<file path="src/rtl/mem_lsu.sv">
// mem_lsu: openMIPS memory stage with a req/ack load/store unit.
// Optional MEM_ALIGN_CHECK_EN: trap misaligned half/word accesses.
module mem_lsu #(
    parameter int DATA_W = 32,
    parameter int ADDR_W = 32,
    parameter int REG_AW = 5
) (
    input  logic                clk,
    input  logic                rst_,
    input  logic                in_valid,
    output logic                in_ready,
    input  logic [REG_AW-1:0]   in_waddr,
    input  logic                in_wreg,
    input  logic [DATA_W-1:0]   in_wdata,
    input  logic                in_we_hilo,
    input  logic [DATA_W-1:0]   in_wdata_hi,
    input  logic [DATA_W-1:0]   in_wdata_lo,
    input  logic [3:0]          in_memop,
    input  logic [ADDR_W-1:0]   in_maddr,
    input  logic [DATA_W-1:0]   in_sdata,
    output logic                dm_req,
    output logic                dm_we,
    output logic [ADDR_W-1:0]   dm_addr,
    output logic [DATA_W/8-1:0] dm_be,
    output logic [DATA_W-1:0]   dm_wdata,
    input  logic                dm_ack,
    input  logic [DATA_W-1:0]   dm_rdata,
    output logic                out_valid,
    output logic                out_wreg,
    output logic [REG_AW-1:0]   out_waddr,
    output logic [DATA_W-1:0]   out_wdata,
    output logic                out_we_hilo,
    output logic [DATA_W-1:0]   out_wdata_hi,
    output logic [DATA_W-1:0]   out_wdata_lo,
`ifdef MEM_ALIGN_CHECK_EN
    output logic                out_align_exc,
`endif
    output logic                stall_req
);

    localparam int BE_W  = DATA_W / 8;
    localparam int OFF_W = $clog2(BE_W);
    localparam int NH    = BE_W / 2;
    localparam int NW    = BE_W / 4;

    localparam logic [1:0] S_IDLE = 2'd0;
    localparam logic [1:0] S_REQ  = 2'd1;
    localparam logic [1:0] S_DONE = 2'd2;

    localparam logic [1:0] SZ_B = 2'd0;
    localparam logic [1:0] SZ_H = 2'd1;
    localparam logic [1:0] SZ_W = 2'd2;

    logic [1:0]        state_q, state_d;
    logic [REG_AW-1:0] waddr_q, waddr_d;
    logic              wreg_q, wreg_d;
    logic [DATA_W-1:0] wdata_q, wdata_d;
    logic              hilo_q, hilo_d;
    logic [DATA_W-1:0] hi_q, hi_d;
    logic [DATA_W-1:0] lo_q, lo_d;
    logic              ld_q, ld_d;
    logic [1:0]        sz_q, sz_d;
    logic              sx_q, sx_d;
    logic [OFF_W-1:0]  off_q, off_d;
    logic              we_q, we_d;
    logic [ADDR_W-1:0] addr_q, addr_d;
    logic [BE_W-1:0]   be_q, be_d;
    logic [DATA_W-1:0] sdat_q, sdat_d;
    logic              exc_q, exc_d;

    logic              ov_q, ov_d;
    logic              owreg_q, owreg_d;
    logic [REG_AW-1:0] owaddr_q, owaddr_d;
    logic [DATA_W-1:0] owdata_q, owdata_d;
    logic              ohilo_q, ohilo_d;
    logic [DATA_W-1:0] ohi_q, ohi_d;
    logic [DATA_W-1:0] olo_q, olo_d;
`ifdef MEM_ALIGN_CHECK_EN
    logic              oexc_q, oexc_d;
`endif

    logic              is_ld, is_st, is_mem, sx, misal;
    logic [1:0]        sz;
    logic [OFF_W-1:0]  raw_off, off;
    logic [BE_W-1:0]   be;
    logic [DATA_W-1:0] sdat;
    logic [DATA_W-1:0] shifted, ld_res;

    // Decode the incoming memop into direction, size and signedness
    always_comb begin
        is_ld = 1'b0;
        is_st = 1'b0;
        sz    = SZ_B;
        sx    = 1'b0;
        case (in_memop)
            4'd1: begin is_ld = 1'b1; sz = SZ_B; sx = 1'b1; end
            4'd2: begin is_ld = 1'b1; sz = SZ_B; end
            4'd3: begin is_ld = 1'b1; sz = SZ_H; sx = 1'b1; end
            4'd4: begin is_ld = 1'b1; sz = SZ_H; end
            4'd5: begin is_ld = 1'b1; sz = SZ_W; end
            4'd6: begin is_st = 1'b1; sz = SZ_B; end
            4'd7: begin is_st = 1'b1; sz = SZ_H; end
            4'd8: begin is_st = 1'b1; sz = SZ_W; end
            default: ;
        endcase
        is_mem = is_ld | is_st;
    end

    // Lane offset, byte enables and lane-replicated store data
    always_comb begin
        raw_off = in_maddr[OFF_W-1:0];
        off     = raw_off;
        if (sz == SZ_H) off[0] = 1'b0;
        if (sz == SZ_W) off[1:0] = 2'b00;
`ifdef MEM_ALIGN_CHECK_EN
        misal = is_mem & (((sz == SZ_H) & raw_off[0])
              | ((sz == SZ_W) & (|raw_off[1:0])));
`else
        misal = 1'b0;
`endif
        case (sz)
            SZ_B:    be = BE_W'(1) << off;
            SZ_H:    be = BE_W'(3) << off;
            default: be = BE_W'(15) << off;
        endcase
        case (sz)
            SZ_B:    sdat = {BE_W{in_sdata[7:0]}};
            SZ_H:    sdat = {NH{in_sdata[15:0]}};
            default: sdat = {NW{in_sdata[31:0]}};
        endcase
    end

    // Shift the addressed lane of the read data down and extend it
    always_comb begin
        shifted = dm_rdata >> {off_q, 3'b000};
        case (sz_q)
            SZ_B: begin
                ld_res      = {DATA_W{sx_q & shifted[7]}};
                ld_res[7:0] = shifted[7:0];
            end
            SZ_H: begin
                ld_res       = {DATA_W{sx_q & shifted[15]}};
                ld_res[15:0] = shifted[15:0];
            end
            default: begin
                ld_res       = '0;
                ld_res[31:0] = shifted[31:0];
            end
        endcase
    end

    // Next-state, capture and writeback logic
    always_comb begin
        state_d  = state_q;
        waddr_d  = waddr_q;
        wreg_d   = wreg_q;
        wdata_d  = wdata_q;
        hilo_d   = hilo_q;
        hi_d     = hi_q;
        lo_d     = lo_q;
        ld_d     = ld_q;
        sz_d     = sz_q;
        sx_d     = sx_q;
        off_d    = off_q;
        we_d     = we_q;
        addr_d   = addr_q;
        be_d     = be_q;
        sdat_d   = sdat_q;
        exc_d    = exc_q;
        ov_d     = 1'b0;
        owreg_d  = owreg_q;
        owaddr_d = owaddr_q;
        owdata_d = owdata_q;
        ohilo_d  = ohilo_q;
        ohi_d    = ohi_q;
        olo_d    = olo_q;
`ifdef MEM_ALIGN_CHECK_EN
        oexc_d   = oexc_q;
`endif
        case (state_q)
            S_IDLE: begin
                if (in_valid && !is_mem) begin
                    ov_d     = 1'b1;
                    owreg_d  = in_wreg;
                    owaddr_d = in_waddr;
                    owdata_d = in_wdata;
                    ohilo_d  = in_we_hilo;
                    ohi_d    = in_wdata_hi;
                    olo_d    = in_wdata_lo;
`ifdef MEM_ALIGN_CHECK_EN
                    oexc_d   = 1'b0;
`endif
                end else if (in_valid) begin
                    waddr_d = in_waddr;
                    wreg_d  = in_wreg;
                    wdata_d = in_wdata;
                    hilo_d  = in_we_hilo;
                    hi_d    = in_wdata_hi;
                    lo_d    = in_wdata_lo;
                    ld_d    = is_ld;
                    sz_d    = sz;
                    sx_d    = sx;
                    off_d   = off;
                    we_d    = is_st;
                    addr_d  = {in_maddr[ADDR_W-1:OFF_W], {OFF_W{1'b0}}};
                    be_d    = be;
                    sdat_d  = sdat;
                    exc_d   = misal;
                    state_d = misal ? S_DONE : S_REQ;
                end
            end
            S_REQ: begin
                if (dm_ack) begin
                    if (ld_q) wdata_d = ld_res;
                    state_d = S_DONE;
                end
            end
            S_DONE: begin
                ov_d     = 1'b1;
                owreg_d  = wreg_q & ~exc_q;
                owaddr_d = waddr_q;
                owdata_d = wdata_q;
                ohilo_d  = hilo_q;
                ohi_d    = hi_q;
                olo_d    = lo_q;
`ifdef MEM_ALIGN_CHECK_EN
                oexc_d   = exc_q;
`endif
                state_d  = S_IDLE;
            end
            default: state_d = S_IDLE;
        endcase
    end

    // State, captured transaction and writeback registers
    always_ff @(posedge clk or negedge rst_) begin
        if (!rst_) begin
            state_q  <= S_IDLE;
            waddr_q  <= '0;
            wreg_q   <= 1'b0;
            wdata_q  <= '0;
            hilo_q   <= 1'b0;
            hi_q     <= '0;
            lo_q     <= '0;
            ld_q     <= 1'b0;
            sz_q     <= SZ_B;
            sx_q     <= 1'b0;
            off_q    <= '0;
            we_q     <= 1'b0;
            addr_q   <= '0;
            be_q     <= '0;
            sdat_q   <= '0;
            exc_q    <= 1'b0;
            ov_q     <= 1'b0;
            owreg_q  <= 1'b0;
            owaddr_q <= '0;
            owdata_q <= '0;
            ohilo_q  <= 1'b0;
            ohi_q    <= '0;
            olo_q    <= '0;
`ifdef MEM_ALIGN_CHECK_EN
            oexc_q   <= 1'b0;
`endif
        end else begin
            state_q  <= state_d;
            waddr_q  <= waddr_d;
            wreg_q   <= wreg_d;
            wdata_q  <= wdata_d;
            hilo_q   <= hilo_d;
            hi_q     <= hi_d;
            lo_q     <= lo_d;
            ld_q     <= ld_d;
            sz_q     <= sz_d;
            sx_q     <= sx_d;
            off_q    <= off_d;
            we_q     <= we_d;
            addr_q   <= addr_d;
            be_q     <= be_d;
            sdat_q   <= sdat_d;
            exc_q    <= exc_d;
            ov_q     <= ov_d;
            owreg_q  <= owreg_d;
            owaddr_q <= owaddr_d;
            owdata_q <= owdata_d;
            ohilo_q  <= ohilo_d;
            ohi_q    <= ohi_d;
            olo_q    <= olo_d;
`ifdef MEM_ALIGN_CHECK_EN
            oexc_q   <= oexc_d;
`endif
        end
    end

    // Handshake is forced low while reset is held
    assign in_ready  = rst_ & (state_q == S_IDLE);
    assign stall_req = rst_ & (state_q != S_IDLE);

    assign dm_req   = (state_q == S_REQ);
    assign dm_we    = we_q;
    assign dm_addr  = addr_q;
    assign dm_be    = be_q;
    assign dm_wdata = sdat_q;

    assign out_valid    = ov_q;
    assign out_wreg     = owreg_q;
    assign out_waddr    = owaddr_q;
    assign out_wdata    = owdata_q;
    assign out_we_hilo  = ohilo_q;
    assign out_wdata_hi = ohi_q;
    assign out_wdata_lo = olo_q;
`ifdef MEM_ALIGN_CHECK_EN
    assign out_align_exc = oexc_q;
`endif

endmodule
</file>
<file path="config.mk">
export PLATFORM = sky130hd
export DESIGN_NAME = mem_lsu
export DESIGN_NICKNAME = d
export VERILOG_FILES = /design/src/rtl/mem_lsu.sv
export SDC_FILE = /design/constraint.sdc
export NUM_CORES = 1
export LEC_CHECK = 0
export BUFFER_PORTS_ARGS = -buffer_cell sky130_fd_sc_hd__clkbuf_2
export CAP_MARGIN = 20
export CELL_PAD_IN_SITES_DETAIL_PLACEMENT = 0
export CELL_PAD_IN_SITES_GLOBAL_PLACEMENT = 1
export CORE_MARGIN = 1
export CORE_UTILIZATION = 35
export CTS_CLUSTER_DIAMETER = 30
export DETAILED_ROUTE_END_ITERATION = 7
export HOLD_SLACK_MARGIN = 0.05
export PLACE_DENSITY = 0.84
export SLEW_MARGIN = 10
export SYNTH_ARGS = -nofsm -noshare
export SYNTH_HDL_FRONTEND = slang
export SYNTH_SLANG_ARGS = --single-unit
</file>
<file path="constraint.sdc">
create_clock -name clk -period 1.8 [get_ports clk]
set_input_delay 0.27 -clock clk [delete_from_list [all_inputs] [get_ports clk]]
set_output_delay 0.27 -clock clk [all_outputs]
set_load 0.02 [all_outputs]
</file>
==> results of run 1 <==
-- layout by cell type, fill, tap and decap left out, types with 9 or more instances in the layout --
cell type	Yosys	final
a22o_1	16	16
clkinv_2	0	13
nor2_1	64	53
mux2i_1	132	132
nand2_1	463	461
mux2_2	10	10
a31oi_1	29	29
dfrtp_1	282	282
clkbuf_8	0	14
clkbuf_2	1	377
o21ai_0	137	135
clkbuf_1	31	9
a22oi_1	9	9
buf_12	0	29
dlygate4sd3_1	0	166
nand3_1	17	17
a21oi_1	24	24
nor2_2	0	10
buf_4	3	42
clkbuf_16	0	80
-- power groups by stage --
| stage | Sequential (mW) | Combinational, mW | Clock (mW) |
|---|---|---|---|
| after floorplan | 11.1 | 3.22 | 0 |
| after global placement | 9.73 | 7.67 | 0 |
| after detailed placement | 9.81 | 7.82 | 0 |
| after CTS | 9.77 | 8.26 | 13.3 |
| after global routing | 10.0 | 9.19 | 13.6 |
| final | 9.79 | 8.46 | 13.1 |
-- through the flow --
| step | hold slack [ns] | setup TNS (ns) | worst slack [ns] | power (mW) |
|---|---|---|---|---|
| after global placement | 0.121 | -1.36 | -0.0335 | 17.4 |
| after floorplan | -0.0256 | 0 | 0.0153 | 14.4 |
| after global routing | 0.0868 | -7.20 | -0.118 | 32.9 |
| after CTS | 0.0525 | -0.189 | -0.0249 | 31.3 |
| after detailed placement | 0.123 | -1.19 | -0.0609 | 17.6 |
| final | 0.0791 | -1.25 | -0.0697 | 31.3 |
-- metal layers --
layer | up-vias | routed length [um]
li1 | 5819 | -
met1 | 5933 | 17600
met2 | 497 | 21300
met3 | 97 | 3070
met4 | 0 | 1520
met5 | - | 0
-- sequential cells by signal, summed over array words and instances (netlist names), 2 cells and up --
name / flops
dm_wdata: 32
hi_q: 32
lo_q: 32
out_wdata: 32
out_wdata_hi: 32
out_wdata_lo: 32
wdata_q: 32
dm_addr: 30
out_waddr: 5
waddr_q: 5
dm_be: 4
off_q: 2
state_q: 2
sz_q: 2
-- how the worst max path moves through the flow --
stage / to / slack, ns / from / cells after the start
after global placement: dm_wdata[12] / -0.03 / state_q[0] / 7
final: dm_addr[23] / -0.07 / in_memop[2] / 7
after detailed placement: wdata_q[14] / -0.06 / in_memop[1] / 5
after CTS: dm_req / -0.02 / state_q[1] / 5
after global routing: hi_q[0] / -0.12 / state_q[0] / 8
after floorplan: wdata_q[16] / 0.02 / state_q[1] / 6
-- logic make-up (layout without fill, tap and decap cells) --
| group | Yosys count | in the layout | synth area share (%) |
|---|---|---|---|
| AND/OR/NAND/NOR | 575 | 575 | 17.9 |
| multiplexers | 144 | 144 | 11.5 |
| AO/OA/AOI/OAI | 251 | 251 | 11.6 |
| flip-flops | 282 | 282 | 54.8 |
| buffers and inverters | 107 | 772 | 4.23 |
| other | 1 | 3 | 0.0291 |
-- worst max-delay path, delay by kind of cell --
family / cells / cell delay (ns)
compound gates: 1 / 0.37
simple gates: 3 / 0.74
buf+inv: 3 / 0.90
-- final cells by class --
class	instances	area [um2]
antenna	1	2.50
multi-input combinational	972	5360
clock inverter	36	455
sequential	282	7060
inverter	5	21.3
fill	3022	15500
tap	461	577
clock buffer	95	2040
timing repair buffer	636	4870
-- cells in the mapped netlist (all sizes together) (10+ instances only) --
cell / n / area [um2]
a21oi: 24 / 120
a22o: 16 / 140
a31oi: 29 / 181
buf: 70 / 404
clkbuf: 32 / 121
dfrtp: 282 / 7060
mux2: 10 / 113
mux2i: 132 / 1320
nand2: 463 / 1740
nand3: 17 / 85.1
nor2: 64 / 240
o21ai: 143 / 716
-- repair_timing --
item | CTS | global route
hold endpoints to repair | 463 | 1
pin swaps | 0 | 3
resized for setup | 15 | 24
hold buffers | 165 | 1
buffers inserted | 3 | 12
cloned | 2 | 7
endpoints found under the setup margin | 70 | 147
==> metrics.yaml, run 1 <==
worst_r2r_endpoint: "dm_addr[23]"
syn_to_final_growth_pct: 58.2
total_switching_power_mw: 10.4
detailroute.via_count: 12300
clk_path_buf_depth: 3
run_status: "finished with violations"
synth-edff-count: 0
setup_viol_count_final: 72
critPathKind: "in2reg"
die_area_um2: 37600
cts.reportedPaths.clkPinSlew_ns: 0.05
post-route-period-util_pct: 104
ios: 383
final_min_period_ns: 1.87
slew-limit-headroom_pct: 55.4
crit_fanout: 53
crit-reg2reg-launch: "state_q[0]"
synth_seq_cells: 282
detail_route.wirelength_mm: 43.5
cts_num_sinks: 282
die_h_um: 194
tritoncts: "built"
io_buffer_count: 380
max_slew.worst_pin.slew_ns: 0.668
cts_buffers: 72
grtUsageMet2_pct: 37.5
portion_of_total_power_attributed_to_sequential_cells_pct: 31.3
grt_util_all_layers_pct: 22.4
static-leakage-power_nw: 9.98
synth_sequential_area_ratio_pct: 54.8
num-nets-final: 2176
worst_skew_pair.late_latency_ns: 0.57
initial_antenna_violation_count: 1
maxClockFrequency_ghz: 0.535
globalRouteMet3Util_pct: 5.62
dpl_cell_area_um2: 15800
drive_above_1_share_pct: 31.3
gp_congestion: 0.824
rrSetupSlack_ns: -0.03
core_um2: 35900
power.density_cell_area_nw_per_um2: 1540
drc_violations_left: 0
switching_share_pct: 33.0
timing.critical_path.arrival_ns: 2.31
die_w_um: 194
final_core_util_pct: 56.8
setup_skew_after_layout_ns: 0.0180
vias_in_the_first_global_route: 12800
drt_iter0_markers: 655
synth.yosys.warnings: 0
worstSetupEndpointType: "flop"
unrepaired_setup_endpoints_after_global_routing: "true"
timing.hold.worst.start: "in_wdata[25]"
initial_utilization_pct: 35.9
cpMostUsedCell: "nand2_1"
post_drt_via_cell_ratio: 4.96
max_cap_violations: 0
series_of_cell_instances_along_the_critical_path: "dlygate4sd3_1, clkbuf_2, o31a_1, or3_4, buf_12, nand2_1, nand2_1"
timing.critical_path.required_ns: 2.24
hold_crit_endpoint: "out_wdata[25]"
whs_path_depth: 3
cell_area_after_technology_mapping_um2: 12900
cp_slowest_cell: "dlygate4sd3_1"
final_max_slew_violation_count: 0
worstSetupStartpointType: "primary input"
internal_pwr_total_mw: 21.0
global_route.peak_usage_layer: "met2"
detail-route-antenna-nets: 0
netlist-cell-type-count: 50
avgSynthCellArea_um2: 9.47
final_critical_path_setup_slack_ns: -0.0697
drt_first_pass_iters: 6
clock_power_share_pct: 41.7
overflow: 0
routed_wire_length_per_instance_um: 17.5
ys_dominant_reg_cell: "dfrtp_1"
power.combinational.fraction_pct: 27.0
place.detailed.instances: 2168
timing.critical_path.slowest_cell_delay_ns: 0.55
hold_path_class: "in2reg"
std_cell_rows: 69
h-tree-depth: 3
clock-root-buffer: "clkbuf_16"
detailed_place_hpwl_mm: 27.4
fin_cells: 2488
violations: "setup timing"
gr-usage-met1_pct: 27.0
timing.reg2reg.worst_path_depth: 5
final_hold_viol_count: 0
async_flop_share_pct: 100
pin_count_of_the_biggest_net_entering_global_routing: 108
ir_drop_mv: 1.01
postLayoutCellArea_um2: 20400
syn-instance-count: 1360
grt_first_pass_wirelength_mm: 67.2
Note: power is estimated with default switching activity, not from simulation.
==> inputs of run 2 (changes only) <==
==> config.mk (replaced) <==
export PLATFORM = sky130hd
export DESIGN_NAME = mem_lsu
export DESIGN_NICKNAME = d
export VERILOG_FILES = /design/src/rtl/mem_lsu.sv
export SDC_FILE = /design/constraint.sdc
export NUM_CORES = 1
export LEC_CHECK = 0
export CAP_MARGIN = 20
export CELL_PAD_IN_SITES_DETAIL_PLACEMENT = 0
export CELL_PAD_IN_SITES_GLOBAL_PLACEMENT = 1
export CORE_MARGIN = 1
export CORE_UTILIZATION = 43
export CTS_CLUSTER_DIAMETER = 30
export DETAILED_ROUTE_END_ITERATION = 7
export DONT_BUFFER_PORTS = 1
export HOLD_SLACK_MARGIN = 0.05
export PLACE_DENSITY = 0.84
export SLEW_MARGIN = 20
export SYNTH_ARGS = -nofsm -noshare
export SYNTH_HDL_FRONTEND = slang
export SYNTH_SLANG_ARGS = --single-unit
==> metrics.yaml, run 2 (synthesis gave the netlist of run 1 again) <==
h-tree-depth: 2
post_drt_via_cell_ratio: 5.40
timing.critical_path.slowest_cell_delay_ns: 0.42
routed_wire_length_per_instance_um: 19.4
die_h_um: 175
vias_in_the_first_global_route: 11200
timing.critical_path.depth: 8
cts_num_sinks: 282
overflow: 0
place.detailed.instances: 1702
fin_cells: 2024
clock-root-buffer: "clkbuf_16"
detailroute.via_count: 10900
cp_slowest_cell: "or3b_4"
most-common-layout-cells: "nand2_1 (456), dfrtp_1 (281), dlygate4sd3_1 (189), o21ai_0 (137), mux2i_1 (132)"
final_critical_path_setup_slack_ns: -0.0461
timing.reg2reg.worst_path_depth: 8
timing.critical_path.arrival_ns: 2.28
cts.reportedPaths.clkPinSlew_ns: 0.05
tritoncts: "built"
pin_count_of_the_biggest_net_entering_global_routing: 285
drt_first_pass_iters: 5
ir_drop_mv: 1.15
core_um2: 29600
io_buffer_count: 0
syn_to_final_growth_pct: 40.6
drc_violations_left: 0
num-nets-final: 1787
setup_skew_after_layout_ns: 0.0161
static-leakage-power_nw: 8.20
crit_buf_inv: 5
max_slew.worst_pin.slew_ns: 0.514
final_max_slew_violation_count: 0
gp_congestion: 0.875
hold_path_class: "in2async"
grt_first_pass_wirelength_mm: 60.3
die_w_um: 175
slew-limit-headroom_pct: 65.7
maxClockFrequency_ghz: 0.542
worst_hold_slack_ns: -0.613
max_cap_violations: 0
worstSetupStartpointType: "flop"
detail_route.wirelength_mm: 39.2
initial_utilization_pct: 43.6
run_status: "finished with violations"
drive_above_1_share_pct: 13.9
worstSetupEndpointType: "flop"
layout_commonest_cell: "nand2_1"
post-route-period-util_pct: 103
std_cell_rows: 63
initial_antenna_violation_count: 2
detail-route-antenna-nets: 0
timing.critical_path.required_ns: 2.24
unrepaired_setup_endpoints_after_global_routing: "true"
series_of_cell_instances_along_the_critical_path: "or3b_4, buf_6, nor3_4, buf_6, buf_12, buf_12, buf_8, a31oi_4"
cts_buffers: 61
path_delay_family: "buffers and inverters"
cts_hold_repair.buffers: 189
drt_iter0_markers: 726
ios: 383
critPathKind: "reg2reg"
grt_util_all_layers_pct: 24.5
violations: "hold timing, setup timing"
crit_fanout: 7
power.density_cell_area_nw_per_um2: 1590
die_area_um2: 30700
finalPower_mw: 28.8
final_min_period_ns: 1.85
final_hold_viol_count: 282
setup_viol_count_final: 19
detailed_place_hpwl_mm: 23.1
clk_path_buf_depth: 3
worst_skew_pair.late_latency_ns: 0.58
[run 2: cell types whose count changed in the layout (fill, tap and decap cells not counted), sizes merged]
cell	delta
clkinvlp	+2
clkbuf	-403
dlygate4sd3	+23
buf	-22
diode	+1
bufinv	+5
clkinv	+1
[run 2: per-stage QoR]
step	cell area [um2]	setup WS (ns)	TNS (ns)	utilization, %
finish	18100	-0.0461	-0.284	61.3
CTS	17800	-0.000114	-0.000114	60.2
floorplan	12900	0.0153	0	-
global placement	13500	0.0566	0	45.8
global route	18100	-0.107	-5.36	61.3
detailed placement	13500	-0.0256	-0.0256	45.8
[run 2: final timing paths]
path / startpoint / endpoint / slack (ns)
max in group asynchronous: rst_ / off_q[1] / 1.98
setup reg to reg: state_q[1] / dm_wdata[11] / -0.05
hold / removal: rst_ / hi_q[12] / -0.61
hold reg to reg: hi_q[17] / hi_q[17] / 0.47
min in group clk: in_memop[1] / sz_q[1] / 0.05
setup / recovery: state_q[1] / dm_wdata[11] / -0.05
[run 2: final cells by class]
class,instances,area (um2)
fillers,2300,11400
flip-flops and latches,282,7060
multi-input cells,972,5380
repair buffers,258,2880
clock buffers,71,1630
clock inverters,44,651
well taps,390,488
inverters,5,21.3
diodes,2,5.00
[run 2: timing repair]
item,in CTS,in global routing
pin swaps,0,8
endpoints found under the setup margin,3,70
gates resized for setup,8,37
cloned,1,6
hold endpoints to repair,562,282
buffers inserted,2,8
[run 2: worst reg2reg max path, delay by kind of cell (launching register included)]
family,cells,cell delay [ns]
AOI/OAI and AO/OA,1,0.07
and+or+nand+nor,2,0.57
DFF,1,0.38
buffers and inverters,5,0.68
[run 2: power by group]
group | internal, mW | leakage, nW | switching (mW)
sequential | 8.47 | 3.45 | 3.27
combinational | 2.32 | 3.65 | 2.51
clock | 8.39 | 1.10 | 3.79
[run 2: routing by layer]
layer | vias to the layer above | track usage, % | wire length (um)
li1 | 5037 | - | -
met1 | 5273 | 30.0 | 15500
met2 | 519 | 40.8 | 19000
met3 | 110 | 6.61 | 3340
met4 | 0 | 10.1 | 1400
met5 | - | 0 | 0
==> inputs of run 3 (changes only) <==
--- a/config.mk
+++ b/config.mk
@@ -13,8 +13,10 @@
 export CTS_CLUSTER_DIAMETER = 30
 export DETAILED_ROUTE_END_ITERATION = 7
 export DONT_BUFFER_PORTS = 1
+export GPL_TIMING_DRIVEN = 0
 export HOLD_SLACK_MARGIN = 0.05
 export PLACE_DENSITY = 0.84
+export SETUP_SLACK_MARGIN = 0.4
 export SLEW_MARGIN = 20
 export SYNTH_ARGS = -nofsm -noshare
 export SYNTH_HDL_FRONTEND = slang
==> metrics.yaml, run 3 (synthesis gave the netlist of run 1 again) <==
run_status: "finished with violations"
violations: "hold timing, setup timing"
switching_share_pct: 34.2
std_cell_rows: 63
final_max_slew_violation_count: 0
cp_slowest_cell: "or3b_4"
worstSetupEndpointType: "flop"
fill_cells: 2266
power.density_cell_area_nw_per_um2: 1570
overflow: 0
post_drt_via_cell_ratio: 5.46
detail-route-antenna-nets: 0
cts_hold_repair.buffers: 177
final_hold_viol_count: 282
gp_congestion: 0.884
setup_viol_count_final: 144
grtUsageMet2_pct: 47.0
io_buffer_count: 0
final_critical_path_setup_slack_ns: -0.125
max_slew.worst_pin.slew_ns: 1.26
slew-limit-headroom_pct: 15.7
cts_buffers: 67
unrepaired_setup_endpoints_after_global_routing: "true"
clock-root-buffer: "clkbuf_16"
internal_pwr_total_mw: 19.7
cts.reportedPaths.clkPinSlew_ns: 0.05
drive_above_1_share_pct: 20.6
gr-usage-met1_pct: 32.6
cpMostUsedCell: "nand2_1"
worst_skew_pair.late_latency_ns: 0.54
die_h_um: 175
clk_path_buf_depth: 3
worstSetupStartpointType: "flop"
sequential_cell_area_um2: 7060
detailed_place_hpwl_mm: 27.7
most-common-layout-cells: "nand2_1 (455), dfrtp_1 (281), dlygate4sd3_1 (177), mux2i_1 (122), o21ai_1 (89)"
tritoncts: "built"
timing.critical_path.slowest_cell_delay_ns: 0.40
drt_first_pass_iters: 5
maxClockFrequency_ghz: 0.520
die_area_um2: 30700
static-leakage-power_nw: 8.64
portion_of_total_power_attributed_to_sequential_cells_pct: 39.6
final_min_period_ns: 1.92
ir_drop_mv: 0.820
syn_to_final_growth_pct: 47.6
initial_utilization_pct: 43.6
initial_antenna_violation_count: 3
h-tree-depth: 3
detail_route.wirelength_mm: 44.4
clock_power_share_pct: 41.0
total_switching_power_mw: 10.2
setup_skew_after_layout_ns: 0.0341
timing.critical_path.arrival_ns: 2.35
series_of_cell_instances_along_the_critical_path: "buf_6, or3b_4, or3_4, clkbuf_16, buf_4, nand2_1, nand2_1"
rrSetupSlack_ns: -0.12
cts_num_sinks: 282
area_used_by_multi_input_combinational_logic_um2: 5700
drc_violations_left: 0
detailroute.via_count: 11400
final_core_util_pct: 64.3
layout_commonest_cell: "nand2_1"
pin_count_of_the_biggest_net_entering_global_routing: 285
worst_hold_slack_ns: -0.569
crit_fanout: 10
drt_iter0_markers: 799
num-nets-final: 1852
ios: 383
timing.critical_path.required_ns: 2.22
routed_wire_length_per_instance_um: 21.2
post-route-period-util_pct: 107
hold_path_class: "in2async"
finalPower_mw: 29.9
die_w_um: 175
globalRouteMet3Util_pct: 8.46
grt_util_all_layers_pct: 27.9
core_um2: 29600
max_cap_violations: 0
power.combinational.fraction_pct: 19.4
vias_in_the_first_global_route: 12100
critPathKind: "reg2reg"
global_route.peak_usage_layer: "met2"
grt_first_pass_wirelength_mm: 66.3
## run 3: cell types whose count changed in the layout (fill, tap and decap cells not counted), moves of 11 or more
cell / change
buf_6: +15
o21ai_2: +17
o21ai_1: +83
nor2_1: -21
o21ai_0: -100
nor2_4: +11
buf_2: +12
dlygate4sd3_1: -12
clkbuf_16: +11
## run 3: worst paths after layout
path                              startpoint            end  depth (start not counted)
worst max-delay path              state_q[1]       lo_q[11]                          7
worst min-delay path                    rst_  out_wdata[12]                          0
worst max register to register    state_q[1]       lo_q[11]                          7
worst min register to register      hi_q[30]       hi_q[30]                          2
max in group asynchronous               rst_    wdata_q[31]                          0
min in group clk                in_wdata[20]    wdata_q[20]                          3
## run 3: power groups by stage
stage | clock network (mW) | registers [mW] | logic [mW]
floorplan | 0 | 11.1 | 3.38
global placement | 0 | 11.7 | 4.11
detailed placement | 0 | 11.7 | 4.27
CTS | 12.3 | 11.7 | 5.18
global route | 12.7 | 12.1 | 6.38
finish | 12.2 | 11.8 | 5.80
## run 3: through the flow
| stage | setup slack (ns) | TNS [ns] | hold WS, ns | area (um2) | cells |
|---|---|---|---|---|---|
| final | -0.125 | -9.77 | -0.569 | 19000 | 2090 |
| after global routing | -0.173 | -18.36 | -0.589 | 19000 | 2090 |
| after CTS | -0.113 | -8.92 | -0.593 | 18300 | 2073 |
| after detailed placement | -0.702 | -87.60 | -0.0218 | 13500 | 1751 |
| after global placement | -0.708 | -86.07 | -0.0173 | 13500 | 1751 |
| after floorplan | 0.0296 | 0 | -0.0256 | 13000 | 1361 |
## run 3: cell type report
class | instances | area share, %
Inverter | 5 | 0.138
Timing Repair Buffer | 215 | 12.2
Sequential cell | 282 | 37.1
Clock buffer | 80 | 9.55
Multi-Input combinational cell | 972 | 30.0
Tap cell | 390 | 2.57
Clock inverter | 41 | 2.52
Buffer | 102 | 5.85
Antenna cell | 3 | 0.0395
## run 3: what timing repair did
item / CTS / global route
gates resized for setup: 126 / 153
gates cloned: 4 / 9
setup buffers: 20 / 5
hold endpoints to repair: 560 / 282
setup endpoints to repair: 283 / 285
pin swaps: 4 / 4
## run 3: critical path, delay by kind of cell (launching register included)
kind / cells / cell delay (ns)
DFF: 1 / 0.36
and+or+nand+nor: 4 / 0.95
buffers and inverters: 3 / 0.48
## run 3: per-layer routing
metal | routed length (um) | up-vias
li1 | - | 5192
met1 | 17000 | 5565
met2 | 22100 | 559
met3 | 4010 | 97
met4 | 1270 | 0
met5 | 0 | -
